File: src/rtl/sca_mux_arb.sv
// Round-robin arbiter that shares one two-input mux between requesters A and B
// and feeds a single valid/ready output register. Optional macro: SCA_MUX_ARB_LOCK_EN.

module sca_mux #(
  parameter int SIZE = 1
) (
  input  logic [SIZE-1:0] A,
  input  logic [SIZE-1:0] B,
  input  logic            SEL,
  output logic [SIZE-1:0] OUT
);

  for (genvar gi = 0; gi < SIZE; gi++) begin : g_bit
    assign OUT[gi] = SEL ? B[gi] : A[gi];
  end

endmodule

module sca_mux_arb #(
  parameter int SIZE = 1
) (
  input  logic            CLK,
  input  logic            RST,
  input  logic [SIZE-1:0] A,
  input  logic            REQ_A,
  output logic            ACK_A,
  input  logic [SIZE-1:0] B,
  input  logic            REQ_B,
  output logic            ACK_B,
  output logic [SIZE-1:0] OUT,
  output logic            OUT_VALID,
  input  logic            OUT_READY,
  output logic            OUT_SRC,
  output logic [7:0]      XFER_CNT
`ifdef SCA_MUX_ARB_LOCK_EN
  ,
  input  logic            LOCK_A,
  input  logic            LOCK_B
`endif
);

  localparam logic [0:0] ST_EMPTY = 1'b0;
  localparam logic [0:0] ST_FULL  = 1'b1;

  logic [0:0]      state_reg;
  logic [0:0]      state_next;
  logic [SIZE-1:0] out_reg;
  logic            src_reg;
  logic            last_reg;
  logic [7:0]      cnt_reg;

  logic            winner;
  logic            cap;
  logic [SIZE-1:0] mux_out;

  // Default is a tie: grant the requester that was not served last.
  always_comb begin
    winner = ~last_reg;
    if (REQ_A && !REQ_B) begin
      winner = 1'b0;
    end else if (!REQ_A && REQ_B) begin
      winner = 1'b1;
`ifdef SCA_MUX_ARB_LOCK_EN
    end else if (last_reg ? LOCK_B : LOCK_A) begin
      winner = last_reg;
`endif
    end
  end

  // Reset gates capture so no ACK can escape while RST is high.
  assign cap = (REQ_A | REQ_B) & ((state_reg == ST_EMPTY) | OUT_READY) & ~RST;

  assign ACK_A = cap & ~winner;
  assign ACK_B = cap & winner;

  sca_mux #(
    .SIZE(SIZE)
  ) u_mux (
    .A  (A),
    .B  (B),
    .SEL(winner),
    .OUT(mux_out)
  );

  always_comb begin
    state_next = state_reg;
    if (state_reg == ST_EMPTY) begin
      if (cap) state_next = ST_FULL;
    end else begin
      if (OUT_READY && !cap) state_next = ST_EMPTY;
    end
  end

  always_ff @(posedge CLK) begin
    if (RST) begin
      state_reg <= ST_EMPTY;
      out_reg   <= '0;
      src_reg   <= 1'b0;
      last_reg  <= 1'b1;
      cnt_reg   <= 8'd0;
    end else begin
      state_reg <= state_next;
      if (cap) begin
        out_reg  <= mux_out;
        src_reg  <= winner;
        last_reg <= winner;
        cnt_reg  <= cnt_reg + 8'd1;
      end
    end
  end

  assign OUT       = out_reg;
  assign OUT_VALID = (state_reg == ST_FULL);
  assign OUT_SRC   = src_reg;
  assign XFER_CNT  = cnt_reg;

endmodule

File: config.mk
export PLATFORM = sky130hd
export DESIGN_NAME = sca_mux_arb
export DESIGN_NICKNAME = d
export VERILOG_FILES = /design/src/rtl/sca_mux_arb.sv
export SDC_FILE = /design/constraint.sdc
export NUM_CORES = 1
export LEC_CHECK = 0
export CORE_UTILIZATION = 41
export CTS_CLUSTER_DIAMETER = 120
export DETAILED_ROUTE_END_ITERATION = 8
export GPL_ROUTABILITY_DRIVEN = 0
export PLACE_DENSITY = 0.85
export SLEW_MARGIN = 5
export SYNTH_ARGS = -nofsm -noshare
export SYNTH_HDL_FRONTEND = slang
export SYNTH_SLANG_ARGS = --single-unit
export TNS_END_PERCENT = 1
File: constraint.sdc
create_clock -name CLK -period 2 [get_ports CLK]
set_clock_uncertainty 0.15 [all_clocks]
set_input_delay 0.4 -clock CLK [delete_from_list [all_inputs] [get_ports CLK]]
set_output_delay 0.4 -clock CLK [all_outputs]
set_load 0.02 [all_outputs]
==> results of run 1 <==
-- area by class of cell --
| class | count | area (µm²) | share of cell area |
|---|---|---|---|
| flip-flops and latches | 12 | 240 | 0.295 |
| inverters | 1 | 3.75 | 0.00461 |
| repair buffers | 26 | 231 | 0.284 |
| clock buffers | 4 | 36.3 | 0.0445 |
| well taps | 14 | 17.5 | 0.0215 |
| multi-input cells | 45 | 285 | 0.350 |
-- power breakdown --
part,switching (µW),total (µW),leakage [µW],internal (µW)
Combinational,57.3,119,0.000194,61.5
Clock,85.1,196,0.0000210,111
Sequential,12.8,265,0.0000983,253
-- routing by layer --
| layer | part of all wire | vias up | GRT usage |
|---|---|---|---|
| met3 | 0.065 | 2 | 0.0872 |
| met5 | 0 | - | 0 |
| met1 | 0.44 | 240 | 0.232 |
| li1 | - | 268 | - |
| met2 | 0.48 | 17 | 0.343 |
| met4 | 0.0055 | 0 | 0.0776 |
-- path summary, 6_finish.rpt --
kind | slack [ns] | start | depth (start not counted) | endpoint
setup / recovery | 0.09 | XFER_CNT[0] | 1 | XFER_CNT[0]
hold / removal | 0.34 | XFER_CNT[7] | 2 | XFER_CNT[7]
setup reg to reg | 0.28 | OUT_VALID | 5 | XFER_CNT[7]
hold reg to reg | 0.34 | XFER_CNT[7] | 2 | XFER_CNT[7]
-- synthesized netlist by cell type, drive strengths merged --
library cell	n	area share
xnor2	6	0.097
nor4b	1	0.016
nand4	1	0.012
mux2i	1	0.018
o31ai	1	0.014
clkbuf	2	0.016
buf	1	0.021
dfxtp	12	0.44
maj3	1	0.018
or2	1	0.012
nor3b	2	0.028
nor3	3	0.028
a21oi	3	0.028
nor2b	1	0.025
ha	1	0.023
o21ai	1	0.0092
nor4	2	0.023
nand3	2	0.018
inv	1	0.0069
nand2	4	0.028
a211oi	2	0.028
nor2	11	0.076
or4	1	0.014
-- cells by family after synthesis --
logic type / count (synthesis)
and+or+nand+nor: 29
DFF: 12
AOI/OAI and AO/OA: 7
xor gates and xnor gates: 6
buffers and inverters: 4
adders and majority gates: 2
muxes: 1
-- cell usage in the layout (no fill, tap or decap), types with 2 or more instances in the layout --
cell type        Yosys  final
dfxtp_1             12     12
a21oi_1              3      3
nor3_1               3      3
xnor2_1              6      6
buf_4                0      8
a211oi_1             2      2
nand2_1              4      4
nor2_1              11     11
clkdlybuf4s50_1      0     14
nor4_1               2      2
clkbuf_4             0      3
dlygate4sd2_1        0      3
nand3_1              2      2
-- what timing repair did --
| action | in CTS | in global routing |
|---|---|---|
| resized for setup | 14 | 0 |
| pin swaps | 2 | 2 |
| endpoints found under the setup margin | 3 | 2 |
-- stage by stage --
| stage | setup WS [ns] | total power (µW) | setup TNS (ns) | std cells | hold WS (ns) |
|---|---|---|---|---|---|
| 6_report | 0.0860 | 580 | 0 | 102 | 0.338 |
| 5_1_grt | 0.0146 | 611 | 0 | 102 | 0.368 |
| 4_1_cts | 0.0569 | 591 | 0 | 102 | 0.338 |
| 3_5_place_dp | -0.675 | 393 | -1.68 | 98 | 0.322 |
| 3_3_place_gp | -0.670 | 389 | -1.60 | 98 | 0.307 |
| 2_1_floorplan | 0.0147 | 331 | 0 | 61 | 0.286 |
==> reports/results.tsv, run 1 <==
stage	metric	value	unit
outcome	status	finished, final reports clean	
global_route	grt_pass1_wl	2010	µm
setup_path	slowest_delay	0.66	ns
floorplanning	rows	12	
worst_hold_path	hold_path_class	reg -> reg	
final_layout	largest_register_ffs	8	
sta	setup_viol	0	
yosys	synth_compound_area_frac	0.0783	
clock_network	h-tree-depth	1	
clock_network	clk_pin_slew	0.08	ns
yosys	synth.mux.area_fraction	0.0184	
sta	fmax	522	MHz
detailed_routing	ant_nets	0	
detailed_routing	wl_per_cell	12.4	µm
yosys	synth_top_family_by_area	simple AND/OR/NAND/NOR gates	
setup_path	start_kind	flop	
clock_network	cts_root_buf	clkbuf_4	
floorplanning	start_util	0.464	
clock_network	cts_setup_buffers	0	
yosys	synth_cell_types	24	
global_route	grt_pass1_vias	472	
setup_path	slowest_stage	clkdlybuf4s50_1	
sta	maxSlewViolCount	0	
floorplanning	coreArea	1170	µm²
clock_network	cts_tree	built	
sta	rsz0062_at_grt	no	
clock_network	cts_buffers	3	
placement	io_buffers	19	
setup_path	cp_data_arrival_time	1.36	ns
yosys	avgSynthCellArea	8.90	µm²
global_route	grt.total_usage	0.206	
yosys	synth-simple-area-share	0.279	
setup_path	cp_cell_sequence	clkdlybuf4s50_1	
detailed_routing	dr.pass1.iters	4	
final_layout	final_layout_size_suffix_gt1_frac	0.182	
detailed_routing	routed_via_density	5.17	
yosys	synth_cells	61	
yosys	synth-adder-area-share	0.0415	
floorplanning	die_y	38.4	µm
setup_path	worst_ep_required_time	1.45	ns
yosys	synth_seq_cells	12	
yosys	synth_xor_xnor_area_share	0.0968	
flow_run	max-cap-violations	0	
setup_path	critical_path_buf_inv_count	1	
placement	hpwlAfterDp	976	µm
setup_path	path_delay_family	buffers and inverters	
pwr	leakagePower	0.000313	µW
floorplanning	die_w	38.4	µm
floorplanning	io_pins	20	
sta	period_minus_slack	1.91	ns
detailed_routing	drt-initial-drc-count	9	
placement	place_area	788	µm²
yosys	netlist_area	543	µm²
sta	tightestPinTransition	0.357	ns
global_route	grt_max_degree	13	
yosys	yosysWarnings	0	
clock_network	cts_max_path_buffers	2	
final_layout	nets	97	
yosys	ys_seq_area_frac	0.442	
sta	hold_viol	0	
global_route	grt_overflow	0	
sta	slew_headroom	0.760	
final_layout	n_antenna_cell	0	
final_layout	fillCellCount	104	
setup_path	critPathKind	reg -> out	
clock_network	cts.hold.buffers_added	0	
global_route	antenna_found_initial	0	
detailed_routing	drc	0	
yosys	synth_fp_nets	69	
detailed_routing	wirelength	1270	µm
pwr	ir_drop	0.480	mV
floorplanning	die_area	1470	µm²
final_layout	final_area	815	µm²
setup_path	critPathMaxFanout	5	
setup_path	end_kind	output pin	
detailed_routing	vias	527	
sta	min_period_over_period	0.957	
final_layout	syn2layout_area_growth	50.0	%
clock_network	clock-sinks	12	
pwr	power.density	712	nW/µm²
final_layout	final_util	0.696	
clock_network	insertion_delay	0.28	ns
Power figures use the tool's default switching activity.
==> run 2, diff against run 1 <==
--- a/config.mk
+++ b/config.mk
@@ -10,6 +10,7 @@
 export DETAILED_ROUTE_END_ITERATION = 8
 export GPL_ROUTABILITY_DRIVEN = 0
 export PLACE_DENSITY = 0.85
+export SKIP_LAST_GASP = 1
 export SLEW_MARGIN = 5
 export SYNTH_ARGS = -nofsm -noshare
 export SYNTH_HDL_FRONTEND = slang
==> reports/results.tsv, run 2 (same netlist as run 1, synthesis figures left out) <==
stage	metric	value	unit
setup_path	start_kind	input port	
detailed_routing	drt-initial-drc-count	9	
final_layout	largest_register_ffs	8	
detailed_routing	routed_via_density	5.18	
sta	rsz0062_at_grt	yes	
clock_network	cts.hold.buffers_added	0	
sta	slew_headroom	0.760	
detailed_routing	dr.pass1.iters	4	
flow_run	max-cap-violations	0	
worst_hold_path	min_to	XFER_CNT[7]	
sta	min_period_over_period	0.965	
clock_network	cts_buffers	3	
floorplanning	die_y	38.4	µm
clock_network	insertion_delay	0.28	ns
final_layout	multi_input_area	285	µm²
final_layout	syn2layout_area_growth	50.0	%
worst_hold_path	worstHoldStart	XFER_CNT[7]	
worst_hold_path	hold_path_class	reg -> reg	
setup_path	r2r_end	XFER_CNT[7]	
global_route	grt_pass1_wl	2010	µm
placement	io_buffers	19	
floorplanning	rows	12	
global_route	antenna_found_initial	0	
final_layout	fillCellCount	104	
floorplanning	start_util	0.464	
clock_network	clk_pin_slew	0.08	ns
pwr	leakagePower	0.000313	µW
setup_path	reg2reg_from	OUT_VALID	
setup_path	worst_ep_required_time	1.45	ns
setup_path	end_kind	output pin	
sta	maxSlewViolCount	0	
final_layout	nets	97	
placement	hpwlAfterDp	976	µm
detailed_routing	vias	528	
final_layout	regArea	240	µm²
detailed_routing	wirelength	1270	µm
detailed_routing	drc	0	
detailed_routing	wl_per_cell	12.4	µm
placement	dp_cells	98	
global_route	grt_max_degree	13	
final_layout	n_antenna_cell	0	
pwr	power.density	712	nW/µm²
setup_path	cp_data_arrival_time	1.38	ns
global_route	grt_pass1_vias	472	
sta	setup_viol	0	
setup_path	r2r_cells	5	
floorplanning	die_area	1470	µm²
clock_network	cts_root_buf	clkbuf_4	
clock_network	cts_setup_buffers	0	
final_layout	fin_cells	102	
clock_network	h-tree-depth	1	
sta	timing.hold.ws	0.338	ns
final_layout	final_util	0.696	
floorplanning	coreArea	1170	µm²
global_route	grt_overflow	0	
worst_hold_path	holdPathStages	2	
setup_path	critPathMaxFanout	3	
sta	fmax	518	MHz
clock_network	cts_tree	built	
floorplanning	io_pins	20	
clock_network	clock-sinks	12	
pwr	ir_drop	0.480	mV
global_route	grt.total_usage	0.206	
setup_path	critPathKind	in -> out	
sta	period_minus_slack	1.93	ns
detailed_routing	ant_nets	0	
final_layout	final_layout_size_suffix_gt1_frac	0.182	
final_layout	final_cell_mix	clkdlybuf4s50_1 (14), dfxtp_1 (12), nor2_1 (11)	
clock_network	cts_max_path_buffers	2	
setup_path	timing.reg2reg.setup_slack	0.30	ns
sta	tightestPinTransition	0.357	ns
floorplanning	die_w	38.4	µm
outcome	status	finished, final reports clean	
final_layout	final_common_cell	clkdlybuf4s50_1	
sta	hold_viol	0	
[run 2: cell counts in the layout (fill, tap and decap cells not counted)]
Identical to the previous run, type by type.
[run 2: metal layers]
layer	global-route usage	up-vias	share of wire	routed length [µm]
met1	0.232	239	0.44	562
li1	-	268	-	-
met5	0	-	0	0
met4	0.0776	0	0.0063	8
met3	0.0872	2	0.066	84
met2	0.343	19	0.48	612
[run 2: cell type report]
type | instances | area share
Sequential cell | 12 | 0.295
Multi-Input combinational cell | 45 | 0.350
Clock buffer | 4 | 0.0445
Inverter | 1 | 0.00461
Tap cell | 14 | 0.0215
Timing Repair Buffer | 26 | 0.284
[run 2: repair_timing]
item	CTS	global route
cloned	0	0
gates resized for setup	14	0
pin swaps	2	1
endpoints found under the setup margin	3	2
endpoints found under the hold margin	0	0
[run 2: worst max-delay path by stage]
stage	start	end	slack, ns	cells past startpoint
after floorplan	OUT_VALID	ACK_B	0.01	5
after global placement	REQ_B	ACK_B	-0.67	5
after detailed placement	REQ_B	ACK_B	-0.68	5
after CTS	REQ_B	ACK_B	0.06	6
after global routing	REQ_B	ACK_B	-0.005	6
final	REQ_B	ACK_B	0.07	6
[run 2: critical path, cell delays in order]
cell	delay, ns
dlygate4sd2_1	0.21
buf_4	0.11
nor2_1	0.04
or2_1	0.27
nor3_1	0.16
buf_2	0.19
[run 2: report_power, final]
group / switching [µW] / leakage [µW] / total (µW) / internal [µW]
combinational: 57.3 / 0.000194 / 119 / 61.5
sequential: 12.8 / 0.0000983 / 265 / 253
clock: 85.1 / 0.0000210 / 196 / 111
total: 155 / 0.000313 / 580 / 425
[run 2: metrics by stage]
| step | area, µm² | power, µW | worst slack, ns | TNS [ns] |
|---|---|---|---|---|
| after floorplan | 548 | 331 | 0.0147 | 0 |
| after global routing | 815 | 611 | -0.00455 | -0.00455 |
| after CTS | 815 | 591 | 0.0569 | 0 |
| after detailed placement | 788 | 393 | -0.675 | -1.68 |
| final | 815 | 580 | 0.0702 | 0 |
| after global placement | 788 | 389 | -0.670 | -1.60 |
==> run 3, diff against run 2 <==
--- a/config.mk
+++ b/config.mk
@@ -5,8 +5,8 @@
 export SDC_FILE = /design/constraint.sdc
 export NUM_CORES = 1
 export LEC_CHECK = 0
+export ABC_CLOCK_PERIOD_IN_PS = 2000
 export CORE_UTILIZATION = 41
-export CTS_CLUSTER_DIAMETER = 120
 export DETAILED_ROUTE_END_ITERATION = 8
 export GPL_ROUTABILITY_DRIVEN = 0
 export PLACE_DENSITY = 0.85
==> results of run 3 <==
Same layout as run 2: the final DEF is identical, and so are final timing and power.
